--- src/rtl/if_fetcher_pkg.sv ---
// rtl/if_fetcher_pkg.sv - shared types, constants and state encoding for the IF fetcher
package if_fetcher_pkg;

  typedef logic [31:0] addr_type_t;
  typedef logic [31:0] ins_type_t;

  localparam logic       TRUE      = 1'b1;
  localparam logic       FALSE     = 1'b0;
  localparam addr_type_t ZERO_WORD = 32'h0000_0000;
  localparam addr_type_t PC_STEP   = 32'd4;

  typedef enum logic {
    IDLE     = 1'b0,
    WAIT_MEM = 1'b1
  } if_state_e;

endpackage

--- src/rtl/if_fetcher.sv ---
// rtl/if_fetcher.sv - instruction fetch FSM: ICache lookup, miss refill via memctrl, ROB redirect
module if_fetcher
  import if_fetcher_pkg::*;
#(
  parameter addr_type_t RESET_PC = 32'h0000_0000
) (
  input  logic        clk,
  input  logic        rst,
  input  logic        rdy,
  output logic [31:0] query_pc,
  input  logic        hit_from_icache,
  input  logic [31:0] inst_from_icache,
  output logic        ena_to_icache,
  output logic [31:0] addr_to_icache,
  output logic [31:0] inst_to_icache,
  output logic        ena_to_memctrl,
  output logic [31:0] addr_to_memctrl,
  input  logic        ok_flag_from_memctrl,
  input  logic [31:0] inst_from_memctrl,
  output logic        ok_flag_to_dsp,
  output logic [31:0] inst_to_dsp,
  output logic [31:0] pc_to_dsp,
  input  logic        global_full,
  input  logic        rollback_flag,
  input  logic [31:0] target_pc_from_rob
);

  if_state_e  state_q;
  addr_type_t pc_q;
  logic       ok_dsp_q;
  ins_type_t  inst_dsp_q;
  addr_type_t pc_dsp_q;
  logic       ena_ic_q;
  addr_type_t addr_ic_q;
  ins_type_t  inst_ic_q;
  logic       ena_mem_q;
  addr_type_t addr_mem_q;

  assign query_pc        = pc_q;
  assign ok_flag_to_dsp  = ok_dsp_q;
  assign inst_to_dsp     = inst_dsp_q;
  assign pc_to_dsp       = pc_dsp_q;
  assign ena_to_icache   = ena_ic_q;
  assign addr_to_icache  = addr_ic_q;
  assign inst_to_icache  = inst_ic_q;
  assign ena_to_memctrl  = ena_mem_q;
  assign addr_to_memctrl = addr_mem_q;

  always_ff @(posedge clk) begin
    if (rst) begin
      state_q    <= IDLE;
      pc_q       <= RESET_PC;
      ok_dsp_q   <= FALSE;
      inst_dsp_q <= ZERO_WORD;
      pc_dsp_q   <= ZERO_WORD;
      ena_ic_q   <= FALSE;
      addr_ic_q  <= ZERO_WORD;
      inst_ic_q  <= ZERO_WORD;
      ena_mem_q  <= FALSE;
      addr_mem_q <= ZERO_WORD;
    end else if (rdy) begin
      ok_dsp_q <= FALSE;
      ena_ic_q <= FALSE;
      // The fill is independent of rollback so a line already fetched is never wasted.
      if (state_q == WAIT_MEM && ok_flag_from_memctrl) begin
        ena_ic_q  <= TRUE;
        addr_ic_q <= addr_mem_q;
        inst_ic_q <= inst_from_memctrl;
        ena_mem_q <= FALSE;
        state_q   <= IDLE;
      end
      if (rollback_flag) begin
        pc_q      <= target_pc_from_rob;
        ena_mem_q <= FALSE;
        state_q   <= IDLE;
      end else if (state_q == IDLE && !global_full) begin
        if (hit_from_icache) begin
          ok_dsp_q   <= TRUE;
          inst_dsp_q <= inst_from_icache;
          pc_dsp_q   <= pc_q;
          pc_q       <= pc_q + PC_STEP;
        end else begin
          ena_mem_q  <= TRUE;
          addr_mem_q <= pc_q;
          state_q    <= WAIT_MEM;
        end
      end
    end
  end

endmodule
--- config.mk ---
export PLATFORM = sky130hd
export DESIGN_NAME = if_fetcher
export DESIGN_NICKNAME = d
export VERILOG_FILES = /design/src/rtl/if_fetcher_pkg.sv /design/src/rtl/if_fetcher.sv
export SDC_FILE = /design/constraint.sdc
export NUM_CORES = 1
export LEC_CHECK = 0
export CAP_MARGIN = 20
export CORE_MARGIN = 2
export CORE_UTILIZATION = 32
export CTS_CLUSTER_DIAMETER = 150
export CTS_CLUSTER_SIZE = 25
export DETAILED_ROUTE_END_ITERATION = 7
export DONT_BUFFER_PORTS = 1
export PLACE_DENSITY_LB_ADDON = 0.08
export SLEW_MARGIN = 15
export SYNTH_ARGS = -nofsm -noshare
export SYNTH_HDL_FRONTEND = slang
export SYNTH_SLANG_ARGS = --single-unit
--- constraint.sdc ---
create_clock -name clk -period 2.1 [get_ports clk]
set_clock_uncertainty 0.1 [all_clocks]
set_input_delay 0.105 -clock clk [delete_from_list [all_inputs] [get_ports clk]]
set_output_delay 0.105 -clock clk [all_outputs]
set_load 0.02 [all_outputs]
Yosys cells after proc, flatten, opt, wreduce, memory -nomap -nowiden. Index checks and enable logic that the tools add are counted.

$add $sub $neg: 1. $mul: 0. Div/mod/pow operators: 0. Magnitude comparators: 0. Eq/ne operators: 0. Shift-type cells: 0. Mux-type cells: 15. Bitwise gates (word level): 3. Reductions and logical operators: 9.

Operators by type and width (count): $mux 32 (3); $add 32x3->32 const B (1); $mux 1 (12); $reduce_and 4->1 (2); $reduce_bool 2->1 (2); $not 1->1 (3); $reduce_and 3->1 (1); $logic_and 1x1->1 (2); $reduce_and 2->1 (1); $logic_not 1->1 (1).

Bits in registers: 196. Latch bits: 0. Memory bits (writable): 0. ROM bits: 0. Input bits: 103. Output and inout bits: 195. Word-level logic and storage cells: 38. Memories: 0.

Logic depth before layout (Yosys ltp). Gate-level depths: netlist of the first run.

Depth after elaboration: 5. Gate-level depth with buffers: 8. Depth with buffers taken out: 6.

Worst setup path after synthesis of the first run. No wires, ideal clock.

Kind: register to register. Start: register pc_q[18], in the netlist query_pc[18]. End: register pc_q[23], in the netlist query_pc[23]. Setup time: 0.122 ns. Arrival: 1.778 ns. Data required time: 1.878 ns. Setup slack: 0.101 ns. Stages on the path, launching flop included: 7. Path buffers: 1. Clock period less this slack: 1.999 ns. Cells stage by stage: dfxtp_1 -> clkbuf_2 -> nand4_4 -> nor4_4 -> and2_4 -> o21ai_2 -> a221o_1.

Longest elaborated chain between the ends: 4.

RTL lines: from (decl) (line if_fetcher.sv:29) `addr_type_t pc_q;`; from (signal assigned) (line if_fetcher.sv:73) `pc_q <= target_pc_from_rob;`; from (signal assigned) (line if_fetcher.sv:81) `pc_q <= pc_q + PC_STEP;`; $add 32x3->32 (line if_fetcher.sv:81); $mux 32 (line if_fetcher.sv:77) `if (hit_from_icache) begin`; $mux 32 (line if_fetcher.sv:76) `end else if (state_q == IDLE && !global_full) begin`; $mux 32 (line if_fetcher.sv:72) `if (rollback_flag) begin`.

Every way passes these cells. The select of a mux whose other input is x is not followed. A chain may end at the register's enable or synchronous reset.

Worst setup path in the final report of the first run.
Start: register state_q. End: register state_q.

Longest elaborated chain between the ends: 5. Elaborated cells on any way between the ends: 7. Those cells by class: mux: 4; bitwise: 1; reduce/logical: 2.

RTL lines: from (decl) (line if_fetcher.sv:28) `if_state_e state_q;`; from (signal assigned) (line if_fetcher.sv:51) `state_q <= IDLE;`; from (signal assigned) (line if_fetcher.sv:70) `state_q <= IDLE;`; from (signal assigned) (line if_fetcher.sv:75) `state_q <= IDLE;`; $logic_and 1x1->1 (line if_fetcher.sv:65) `if (state_q == WAIT_MEM && ok_flag_from_memctrl) begin`; $mux 1 (line if_fetcher.sv:65); $mux 1 (line if_fetcher.sv:77); $mux 1 * (line if_fetcher.sv:76); $mux 1 * (line if_fetcher.sv:72).

Mark *: on every way between the ends. The rest lies on a longest branch, timed or not.

==> results of run 1 <==
==> routing by layer <==
| layer | up-vias | wire (um) | GRT usage | share of wire |
|---|---|---|---|---|
| met5 | - | 0 | 0 | 0 |
| met4 | 0 | 299 | 0.0468 | 0.011 |
| met3 | 20 | 2340 | 0.0716 | 0.090 |
| met2 | 233 | 12200 | 0.328 | 0.47 |
| met1 | 3412 | 11200 | 0.253 | 0.43 |
| li1 | 3568 | - | - | - |
==> state kept, by name (all words and copies together), names as in the netlist <==
signal and count:
query_pc 32, addr_to_icache 32, inst_to_icache 32, addr_to_memctrl 32
ena_to_memctrl 1, pc_to_dsp 32, inst_to_dsp 32, ok_flag_to_dsp 1
state_q 1, ena_to_icache 1
==> area by class of cell <==
class,count,share of cell area
multi-input cells,705,0.331
inverters,13,0.00479
repair buffers,190,0.180
flip-flops and latches,196,0.385
clock buffers,17,0.0417
diodes,1,0.000245
clock inverters,15,0.0184
well taps,319,0.0391
==> Yosys cell counts, types with 3 or more instances <==
cell type	number	area [um2]
sky130_fd_sc_hd__a21o_1	3	22.5
sky130_fd_sc_hd__a21oi_1	188	941
sky130_fd_sc_hd__a22oi_1	5	37.5
sky130_fd_sc_hd__a31oi_1	6	37.5
sky130_fd_sc_hd__a41oi_1	3	26.3
sky130_fd_sc_hd__and2_1	6	37.5
sky130_fd_sc_hd__and3_1	3	18.8
sky130_fd_sc_hd__buf_1	10	37.5
sky130_fd_sc_hd__buf_2	19	95.1
sky130_fd_sc_hd__clkbuf_1	42	158
sky130_fd_sc_hd__dfxtp_1	196	3920
sky130_fd_sc_hd__inv_1	13	48.8
sky130_fd_sc_hd__nand2_1	354	1330
sky130_fd_sc_hd__nand2b_1	3	18.8
sky130_fd_sc_hd__nand3_1	11	55.1
sky130_fd_sc_hd__nand4_1	7	43.8
sky130_fd_sc_hd__nor2_1	23	86.3
sky130_fd_sc_hd__nor3_1	8	40.0
sky130_fd_sc_hd__nor3b_1	4	30.0
sky130_fd_sc_hd__o21ai_0	32	160
sky130_fd_sc_hd__o2bb2ai_1	3	26.3
sky130_fd_sc_hd__o311ai_0	4	35.0
sky130_fd_sc_hd__o31ai_1	3	22.5
sky130_fd_sc_hd__or3_1	3	18.8
sky130_fd_sc_hd__xor2_1	5	43.8
==> per-stage QoR <==
stage	power, mW	std cells	cell area, um2	worst slack (ps)
6_report	7.79	1456	10200	116
3_3_place_gp	4.32	1281	8130	196
5_1_grt	8.11	1455	10200	15.5
4_1_cts	7.91	1454	10200	30.1
3_5_place_dp	4.32	1281	8130	173
2_1_floorplan	4.23	989	7630	101
==> logic make-up after synthesis <==
logic type	Yosys count	share of synthesized area
buffers and inverters	88	0.0477
muxes	2	0.00262
and+or+nand+nor	438	0.244
xor gates and xnor gates	5	0.00574
adders and majority gates	1	0.00164
AOI/OAI and AO/OA	259	0.184
DFF	196	0.514
==> how the worst min path moves through the flow <==
stage	startpoint	to	slack, ps	depth (start not counted)
floorplan	target_pc_from_rob[27]	query_pc[27]$_SDFFE_PP0P_	120	2
global placement	rst	pc_to_dsp[19]$_SDFFE_PP0P_	80	1
detailed placement	rst	pc_to_dsp[24]$_SDFFE_PP0P_	80	1
CTS	rst	query_pc[11]$_SDFFE_PP0P_	7	3
global route	rst	pc_to_dsp[21]$_SDFFE_PP0P_	30	2
finish	rst	pc_to_dsp[21]$_SDFFE_PP0P_	0.9	2
==> where the power goes <==
part / total (mW) / internal, mW / switching (mW)
clock: 3.38 / 1.72 / 1.66
sequential: 3.86 / 3.77 / 0.0863
combinational: 0.548 / 0.231 / 0.317
==> timing repair <==
action                                 4_1_cts  5_1_grt
gates resized for setup                      0        4
setup buffers                                0        1
hold buffers                               141        0
endpoints found under the hold margin      196        0
setup endpoints to repair                    0       23
==> impl_metrics.sql, run 1 <==
INSERT INTO impl_metrics (metric_group, metric, value, unit) VALUES
('clock_tree', 'cts_root_buf', 'sky130_fd_sc_hd__clkbuf_16', ''),
('sta', 'hold_viol_final', '0', ''),
('die', 'dieWidth', '158', 'um'),
('yosys', 'netlist-cell-type-count', '51', ''),
('power_and_ir_drop', 'power_leakage', '3.69', 'nW'),
('sta', 'fin_hold_ws', '0.856', 'ps'),
('drt', 'ant_nets', '0', ''),
('clock_tree', 'clock-sinks', '196', ''),
('yosys', 'ys_ff_latch', '196', ''),
('sta', 'rsz_0062_raised_after_global_routing', 'no', ''),
('sta', 'final_number_of_max_transition_violations', '0', ''),
('sta', 'final_period_minus_worst_setup_slack', '1980', 'ps'),
('clock_tree', 'clock_path_buffers', '2', ''),
('final_layout', 'seq_area', '0.00393', 'mm2'),
('run_status', 'run_status', 'complete, no violations', ''),
('clock_tree', 'cts.clk_slew.worst_paths', '80', 'ps'),
('placed_design', 'gpl.final_weighted_congestion', '0.729', ''),
('drt', 'drt_iter0_drc', '441', ''),
('clock_tree', 'cts_buffers', '17', ''),
('drt', 'vias_per_cell', '4.97', ''),
('worst_setup_path', 'worstPathArrival', '2250', 'ps'),
('worst_setup_path', 'cp_slowest_cell', 'sky130_fd_sc_hd__dlygate4sd3_1', ''),
('global_route', 'largest_net_degree_at_the_start_of_global_routing', '103', ''),
('drt', 'drc_errors', '0', ''),
('power_and_ir_drop', 'p_per_area', '764', 'mW/mm2'),
('worst_setup_path', 'crit_path_max_incr_delay', '560', 'ps'),
('final_layout', 'most-common-layout-cells', 'sky130_fd_sc_hd__nand2_1 (354), sky130_fd_sc_hd__dfxtp_1 (195), sky130_fd_sc_hd__a21oi_1 (188)', ''),
('global_route', 'number_of_antenna_violations_at_the_first_check_in_global_routing', '1', ''),
('drt', 'detail_route.wl_per_cell', '17.9', 'um'),
('worst_setup_path', 'r2r_cells', '5', ''),
('worst_setup_path', 'timing.critical_path.required', '2370', 'ps'),
('yosys', 'synth-warning-count', '0', ''),
('yosys', 'syn_area', '0.00763', 'mm2'),
('die', 'pin_count', '298', ''),
('worst_setup_path', 'worstSetupEndpoint', 'state_q$_SDFFE_PP0P_', ''),
('sta', 'timing.setup.tns', '0', 'ps'),
('worst_setup_path', 'worstSetupStartpointType', 'flip-flop', ''),
('worst_setup_path', 'timing.critical_path.fanout_max', '8', ''),
('worst_setup_path', 'timing_worst_setup_path_type', 'flip-flop to flip-flop', ''),
('yosys', 'postSynthAreaPerCell', '7.72', 'um2'),
('clock_tree', 'tritoncts', 'yes', ''),
('worst_setup_path', 'regToRegSetupSlack', '120', 'ps'),
('final_layout', 'post_route_cells_drive_above_1_share', '0.0898', ''),
('worst_setup_path', 'worst-path-buf-inv', '1', ''),
('yosys', 'yosysSeqAreaShare', '0.514', ''),
('placed_design', 'dp_hpwl', '16.5', 'mm'),
('drt', 'overall_via_count_from_detail_route', '7233', ''),
('worst_setup_path', 'critPathTopFamily', 'buffers and inverters', ''),
('worst_setup_path', 'total_stage_count_of_the_critical_path', '5', ''),
('drt', 'firstDrtPassIters', '5', ''),
('sta', 'max_freq', '504', 'MHz'),
('worst_setup_path', 'reg_to_reg_end', 'state_q$_SDFFE_PP0P_', ''),
('die', 'design.die.area', '0.0251', 'mm2'),
('clock_tree', 'htreeDepth', '4', ''),
('power_and_ir_drop', 'ir_drop', '0.471', 'mV'),
('yosys', 'mapped_nets', '1093', ''),
('final_layout', 'area.growth.synth_to_final', '33.6', '%'),
('final_layout', 'multi_input_comb_area', '0.00337', 'mm2'),
('placed_design', 'io_buffer_count', '0', ''),
('die', 'dieHeight', '158', 'um'),
('sta', 'setup_viol_count_final', '0', ''),
('global_route', 'global_route_wire_length_before_repair', '38.9', 'mm'),
('global_route', 'grt_total_usage', '0.200', ''),
('clock_tree', 'clock_latency_reported_for_the_late_side_of_the_worst_skew_pair', '430', 'ps'),
('yosys', 'dominantRegCellSynth', 'sky130_fd_sc_hd__dfxtp_1', ''),
('sta', 'worst_slew_pin_slew', '943', 'ps'),
('final_layout', 'postLayoutCoreUtil', '0.434', ''),
('sta', 'max_slew_margin', '0.370', ''),
('yosys', 'synth_enable_flop_cells', '0', ''),
('worst_setup_path', 'timing.critical_path.from', 'state_q$_SDFFE_PP0P_', ''),
('global_route', 'first_global_vias', '6902', '');
No activity file was read; power rests on OpenSTA's default activity.
==> run 2: changes to the inputs <==
--- a/config.mk
+++ b/config.mk
@@ -8,11 +8,12 @@
 export CAP_MARGIN = 20
 export CORE_MARGIN = 2
 export CORE_UTILIZATION = 32
+export CTS_BUF_LIST = sky130_fd_sc_hd__clkbuf_8
 export CTS_CLUSTER_DIAMETER = 150
 export CTS_CLUSTER_SIZE = 25
 export DETAILED_ROUTE_END_ITERATION = 7
 export DONT_BUFFER_PORTS = 1
-export PLACE_DENSITY_LB_ADDON = 0.08
+export PLACE_DENSITY_LB_ADDON = 0.25
 export SLEW_MARGIN = 15
 export SYNTH_ARGS = -nofsm -noshare
 export SYNTH_HDL_FRONTEND = slang
==> impl_metrics.sql, run 2 (same netlist as run 1, synthesis figures left out) <==
INSERT INTO impl_metrics (metric_group, metric, value, unit) VALUES
('min_path', 'worst_hold_path.num_cells', '4', ''),
('die', 'placeableCoreArea', '0.0235', 'mm2'),
('worst_setup_path', 'setup.worst_path.end_class', 'flip-flop', ''),
('global_route', 'largest_net_degree_at_the_start_of_global_routing', '106', ''),
('placed_design', 'io_buffer_count', '0', ''),
('sta', 'worst_slew_pin_slew', '916', 'ps'),
('worst_setup_path', 'critPathTopFamily', 'buffers and inverters', ''),
('final_layout', 'filler_cell_count', '2371', ''),
('global_route', 'grt_total_usage', '0.198', ''),
('drt', 'detail_route.wl_per_cell', '17.9', 'um'),
('global_route', 'use_met3', '0.0700', ''),
('clock_tree', 'clock_path_buffers', '2', ''),
('sta', 'final_number_of_max_transition_violations', '0', ''),
('sta', 'final_period_minus_worst_setup_slack', '2020', 'ps'),
('drt', 'overall_via_count_from_detail_route', '7206', ''),
('final_layout', 'inserted_diodes', '0', ''),
('final_layout', 'multi_input_comb_area', '0.00339', 'mm2'),
('clock_tree', 'cts_buffers', '17', ''),
('power_and_ir_drop', 'power_leakage', '3.65', 'nW'),
('final_layout', 'most-common-layout-cells', 'sky130_fd_sc_hd__nand2_1 (353), sky130_fd_sc_hd__dfxtp_1 (195), sky130_fd_sc_hd__a21oi_1 (188)', ''),
('sta', 'hold_viol_final', '0', ''),
('clock_tree', 'clock_latency_reported_for_the_late_side_of_the_worst_skew_pair', '460', 'ps'),
('worst_setup_path', 'worstSetupStartpointType', 'flip-flop', ''),
('worst_setup_path', 'crit_path_max_incr_delay', '560', 'ps'),
('drt', 'drc_errors', '0', ''),
('drt', 'drt_iter0_drc', '430', ''),
('placed_design', 'dp_hpwl', '16.3', 'mm'),
('sta', 'timing.setup.tns', '0', 'ps'),
('die', 'dieHeight', '158', 'um'),
('global_route', 'number_of_antenna_violations_at_the_first_check_in_global_routing', '1', ''),
('final_layout', 'seq_area', '0.00393', 'mm2'),
('global_route', 'grt_busiest_layer', 'met2', ''),
('die', 'design.die.area', '0.0251', 'mm2'),
('power_and_ir_drop', 'ir_drop', '0.300', 'mV'),
('drt', 'vias_per_cell', '4.94', ''),
('drt', 'firstDrtPassIters', '5', ''),
('worst_setup_path', 'worst-path-buf-inv', '2', ''),
('global_route', 'first_global_vias', '6856', ''),
('placed_design', 'gpl.final_weighted_congestion', '0.774', ''),
('clock_tree', 'cts_root_buf', 'sky130_fd_sc_hd__clkbuf_8', ''),
('run', 'max_cap_violations', '0', ''),
('clock_tree', 'tritoncts', 'yes', ''),
('worst_setup_path', 'reg_to_reg_end', 'addr_to_memctrl[30]$_SDFFE_PP0P_', ''),
('sta', 'max_freq', '494', 'MHz'),
('die', 'dieWidth', '158', 'um'),
('worst_setup_path', 'timing.critical_path.fanout_max', '10', ''),
('global_route', 'global_route_wire_length_before_repair', '38.5', 'mm'),
('min_path', 'hold_path.startpoint', 'hit_from_icache', ''),
('worst_setup_path', 'timing.critical_path.required', '2360', 'ps'),
('run_status', 'run_status', 'complete, no violations', ''),
('worst_setup_path', 'rr_startpoint', 'state_q$_SDFFE_PP0P_', ''),
('final_layout', 'nNetsFinal', '1230', ''),
('clock_tree', 'clock-sinks', '196', ''),
('sta', 'final_min_period_over_clock_period', '0.963', ''),
('die', 'rows', '56', ''),
('final_layout', 'final_common_cell', 'sky130_fd_sc_hd__nand2_1', ''),
('min_path', 'hold-path-endpoint', 'addr_to_memctrl[23]$_SDFFE_PP0P_', ''),
('worst_setup_path', 'timing_worst_setup_path_type', 'flip-flop to flip-flop', ''),
('worst_setup_path', 'cp_slowest_cell', 'sky130_fd_sc_hd__dlygate4sd3_1', ''),
('min_path', 'hold_path.class', 'input pin to flip-flop', ''),
('worst_setup_path', 'regToRegSetupSlack', '80', 'ps'),
('global_route', 'grtUsageMet2', '0.326', ''),
('global_route', 'grt-ovfl-total', '0', ''),
('final_layout', 'postLayoutCoreUtil', '0.428', ''),
('worst_setup_path', 'r2r_cells', '7', ''),
('sta', 'setup_viol_count_final', '0', ''),
('sta', 'rsz_0062_raised_after_global_routing', 'no', ''),
('die', 'effective_utilization_at_floorplan', '0.325', ''),
('die', 'pin_count', '298', ''),
('final_layout', 'area.growth.synth_to_final', '31.6', '%'),
('worst_setup_path', 'path_cells', 'nor2_2, nand2_2, or3_4, buf_4, nand2_1, a21oi_1, dlygate4sd3_1', ''),
('power_and_ir_drop', 'p_per_area', '704', 'mW/mm2'),
('sta', 'max_slew_margin', '0.389', ''),
('drt', 'wirelength', '26.1', 'mm'),
('worst_setup_path', 'worstPathArrival', '2280', 'ps'),
('clock_tree', 'cts.clk_slew.worst_paths', '110', 'ps'),
('global_route', 'grt.met1_usage', '0.246', ''),
('drt', 'ant_nets', '0', ''),
('clock_tree', 'htreeDepth', '4', ''),
('final_layout', 'post_route_cells_drive_above_1_share', '0.0922', '');
## run 2: cell types whose count changed in the layout (fill, tap and decap cells not counted), moves of 3 or more
cell,change
sky130_fd_sc_hd__clkinv_4,-4
sky130_fd_sc_hd__clkinv_8,-4
sky130_fd_sc_hd__clkbuf_8,+18
sky130_fd_sc_hd__clkbuf_16,-17
sky130_fd_sc_hd__clkinv_2,+3
## run 2: per-layer routing
layer  vias to the layer above  part of all wire
met4                         2             0.016
li1                       3563                 -
met5                         -           0.00061
met1                      3376              0.42
met2                       239              0.47
met3                        26             0.089
## run 2: tightest hold or removal path: cells and delay by family
family / cells / cell delay [ps]
simple gates: 2 / 170
compound gates: 1 / 120
buf+inv: 1 / 170
## run 2: how the worst max path moves through the flow
| stage | startpoint | endpoint | slack [ps] | cells past startpoint |
|---|---|---|---|---|
| 3_5_place_dp | query_pc[3]$_SDFFE_PP0P_ | query_pc[26]$_SDFFE_PP0P_ | 140 | 6 |
| 2_1_floorplan | query_pc[18]$_SDFFE_PP0P_ | query_pc[23]$_SDFFE_PP0P_ | 100 | 6 |
| 5_1_grt | state_q$_SDFFE_PP0P_ | addr_to_memctrl[30]$_SDFFE_PP0P_ | 20 | 7 |
| 4_1_cts | state_q$_SDFFE_PP0P_ | addr_to_memctrl[31]$_SDFFE_PP0P_ | 0.3 | 7 |
| 6_report | state_q$_SDFFE_PP0P_ | addr_to_memctrl[30]$_SDFFE_PP0P_ | 80 | 7 |
| 3_3_place_gp | query_pc[2]$_SDFFE_PP0P_ | query_pc[26]$_SDFFE_PP0P_ | 170 | 6 |
## run 2: repair_timing
action	CTS	global route
setup endpoints to repair	0	76
hold buffers	143	0
endpoints found under the hold margin	196	0
gates resized for setup	0	12
buffers inserted	0	4
## run 2: report_power, final
| part | switching, mW | total [mW] | internal (mW) |
|---|---|---|---|
| combinational | 0.316 | 0.550 | 0.234 |
| clock | 1.43 | 2.66 | 1.23 |
| sequential | 0.0904 | 3.87 | 3.78 |
## run 2: final cells by class
cell class              count  area share
clock buffers              18      0.0247
inverters                  13     0.00486
well taps                 319      0.0397
multi-input cells         705       0.338
flip-flops and latches    196       0.391
repair buffers            193       0.185
clock inverters            14      0.0172
## run 2: metrics by stage
step           instances  power (mW)  setup slack [ps]  cell area [um2]  hold slack (ps)
3_5_place_dp        1279        4.31               141             8110             87.2
4_1_cts             1454        7.15             0.323             9970             1.77
6_report            1458        7.07              77.0            10000             37.6
3_3_place_gp        1279        4.31               172             8110             83.9
2_1_floorplan        989        4.23               101             7630              121
5_1_grt             1458        7.36              20.3            10000             42.2
==> run 3: changes to the inputs <==
--- a/config.mk
+++ b/config.mk
@@ -14,6 +14,7 @@
 export DETAILED_ROUTE_END_ITERATION = 7
 export DONT_BUFFER_PORTS = 1
 export PLACE_DENSITY_LB_ADDON = 0.25
+export SETUP_SLACK_MARGIN = 0.2
 export SLEW_MARGIN = 15
 export SYNTH_ARGS = -nofsm -noshare
 export SYNTH_HDL_FRONTEND = slang
==> impl_metrics.sql, run 3 (same netlist as run 1, synthesis figures left out) <==
INSERT INTO impl_metrics (metric_group, metric, value, unit) VALUES
('final_layout', 'filler_cell_count', '2450', ''),
('drt', 'detail_route.wl_per_cell', '18.1', 'um'),
('global_route', 'grt-ovfl-total', '0', ''),
('sta', 'max_slew_margin', '0.489', ''),
('min_path', 'hold_path.class', 'input pin to flip-flop', ''),
('drt', 'firstDrtPassIters', '5', ''),
('worst_setup_path', 'path_cells', 'dlygate4sd3_1, buf_12, nor3b_2, nand2_1, buf_4, dlygate4sd3_1, o21ai_1', ''),
('worst_setup_path', 'crit_path_frequent_cell', 'sky130_fd_sc_hd__dlygate4sd3_1', ''),
('die', 'pin_count', '298', ''),
('sta', 'max_freq', '536', 'MHz'),
('drt', 'drt_iter0_drc', '468', ''),
('clock_tree', 'clock_latency_reported_for_the_late_side_of_the_worst_skew_pair', '460', 'ps'),
('run', 'max_cap_violations', '0', ''),
('sta', 'setup_viol_count_final', '0', ''),
('worst_setup_path', 'rr_startpoint', 'query_pc[4]$_SDFFE_PP0P_', ''),
('final_layout', 'area.growth.synth_to_final', '25.5', '%'),
('drt', 'ant_nets', '0', ''),
('die', 'effective_utilization_at_floorplan', '0.325', ''),
('worst_setup_path', 'worstSetupStartpointType', 'input pin', ''),
('die', 'dieHeight', '158', 'um'),
('sta', 'rsz_0062_raised_after_global_routing', 'yes', ''),
('clock_tree', 'clock-sinks', '196', ''),
('sta', 'worst_slew_pin_slew', '763', 'ps'),
('clock_tree', 'clock_path_buffers', '2', ''),
('sta', 'fin_ws', '233', 'ps'),
('worst_setup_path', 'timing.critical_path.fanout_max', '30', ''),
('clock_tree', 'htreeDepth', '4', ''),
('power_and_ir_drop', 'ir_drop', '0.286', 'mV'),
('placed_design', 'io_buffer_count', '0', ''),
('worst_setup_path', 'crit_path_max_incr_delay', '650', 'ps'),
('sta', 'final_period_minus_worst_setup_slack', '1870', 'ps'),
('worst_setup_path', 'r2r_cells', '6', ''),
('drt', 'overall_via_count_from_detail_route', '7033', ''),
('min_path', 'worst_hold_path.num_cells', '1', ''),
('power_and_ir_drop', 'p_per_area', '735', 'mW/mm2'),
('run_status', 'run_status', 'finished, violations left', ''),
('worst_setup_path', 'setup.worst_path.end_class', 'flip-flop', ''),
('drt', 'wirelength', '25.5', 'mm'),
('global_route', 'global_route_wire_length_before_repair', '36.4', 'mm'),
('final_layout', 'post_route_cells_drive_above_1_share', '0.0972', ''),
('clock_tree', 'tritoncts', 'yes', ''),
('global_route', 'grt_total_usage', '0.189', ''),
('worst_setup_path', 'regToRegSetupSlack', '300', 'ps'),
('final_layout', 'final_common_cell', 'sky130_fd_sc_hd__nand2_1', ''),
('final_layout', 'finalInstanceArea', '0.00958', 'mm2'),
('die', 'design.die.area', '0.0251', 'mm2'),
('run_status', 'violations', 'hold timing', ''),
('drt', 'vias_per_cell', '4.98', ''),
('die', 'dieWidth', '158', 'um'),
('placed_design', 'dp_hpwl', '16.3', 'mm'),
('clock_tree', 'cts_buffers', '17', ''),
('power_and_ir_drop', 'power_leakage', '3.23', 'nW'),
('min_path', 'hold_path.startpoint', 'rst', ''),
('worst_setup_path', 'timing_worst_setup_path_type', 'input pin to flip-flop', ''),
('sta', 'final_min_period_over_clock_period', '0.889', ''),
('worst_setup_path', 'reg_to_reg_end', 'query_pc[23]$_SDFFE_PP0P_', ''),
('worst_setup_path', 'cp_slowest_cell', 'sky130_fd_sc_hd__dlygate4sd3_1', ''),
('placed_design', 'placedInstanceArea', '0.00814', 'mm2'),
('clock_tree', 'cts_root_buf', 'sky130_fd_sc_hd__clkbuf_8', ''),
('clock_tree', 'cts.clk_slew.worst_paths', '110', 'ps'),
('global_route', 'number_of_antenna_violations_at_the_first_check_in_global_routing', '1', ''),
('global_route', 'first_global_vias', '6379', ''),
('min_path', 'hold-path-endpoint', 'pc_to_dsp[17]$_SDFFE_PP0P_', ''),
('sta', 'final_number_of_max_transition_violations', '0', ''),
('sta', 'hold_viol_final', '170', ''),
('final_layout', 'most-common-layout-cells', 'sky130_fd_sc_hd__nand2_1 (354), sky130_fd_sc_hd__dfxtp_1 (190), sky130_fd_sc_hd__a21oi_1 (188)', ''),
('sta', 'timing.setup.tns', '0', 'ps'),
('worst_setup_path', 'worstPathArrival', '2180', 'ps'),
('placed_design', 'gpl.final_weighted_congestion', '0.806', ''),
('final_layout', 'nNetsFinal', '1182', ''),
('drt', 'drc_errors', '0', ''),
('sta', 'fin_hold_ws', '-395', 'ps'),
('worst_setup_path', 'timing.critical_path.required', '2410', 'ps'),
('die', 'placeableCoreArea', '0.0235', 'mm2'),
('global_route', 'largest_net_degree_at_the_start_of_global_routing', '180', ''),
('placed_design', 'detailedPlace.worstSlack', '287', 'ps'),
('die', 'rows', '56', '');
run 3: metal layers:
metal / GRT usage / vias to the layer above / share of wire
met5: 0 / - / 0
met1: 0.237 / 3320 / 0.43
met2: 0.300 / 224 / 0.47
met3: 0.0713 / 25 / 0.083
met4: 0.0592 / 0 / 0.016
li1: - / 3464 / -
run 3: worst max path at each step:
stage,start,endpoint
6_report,rollback_flag,query_pc[24]$_SDFFE_PP0P_
5_1_grt,query_pc[2]$_SDFFE_PP0P_,query_pc[20]$_SDFFE_PP0P_
4_1_cts,state_q$_SDFFE_PP0P_,query_pc[24]$_SDFFE_PP0P_
3_5_place_dp,query_pc[2]$_SDFFE_PP0P_,query_pc[28]$_SDFFE_PP0P_
3_3_place_gp,query_pc[2]$_SDFFE_PP0P_,query_pc[28]$_SDFFE_PP0P_
2_1_floorplan,query_pc[15]$_SDFFE_PP0P_,query_pc[23]$_SDFFE_PP0P_
run 3: area by class of cell:
class | instances | area (um2) | area share
well taps | 319 | 399 | 0.0417
repair buffers | 145 | 1400 | 0.146
flip-flops and latches | 196 | 3930 | 0.410
multi-input cells | 705 | 3380 | 0.353
inverters | 13 | 48.8 | 0.00509
clock inverters | 15 | 189 | 0.0197
diodes | 1 | 2.50 | 0.000261
clock buffers | 17 | 234 | 0.0244
run 3: per-stage QoR:
| stage | power [mW] | cells | util |
|---|---|---|---|
| 2_1_floorplan | 4.23 | 989 | - |
| 3_3_place_gp | 4.32 | 1280 | 0.347 |
| 3_5_place_dp | 4.32 | 1280 | 0.347 |
| 4_1_cts | 7.06 | 1348 | 0.381 |
| 5_1_grt | 7.34 | 1411 | 0.408 |
| 6_report | 7.04 | 1411 | 0.408 |
run 3: where the power goes:
group          switching [mW]  internal (mW)
Sequential             0.0913           3.78
Combinational           0.287          0.244
Clock                    1.53           1.12
run 3: timing repair:
action                                  4_1_cts  5_1_grt
endpoints found under the setup margin        0       13
hold buffers                                 36       61
endpoints found under the hold margin       196      171
resized for setup                             0        6
buffers inserted                              0        1
run 3: critical path, delay by kind of cell:
kind	cells	cell delay (ps)
AND/OR/NAND/NOR	2	270
AO/OA/AOI/OAI	1	120
buffers and inverters	4	1660
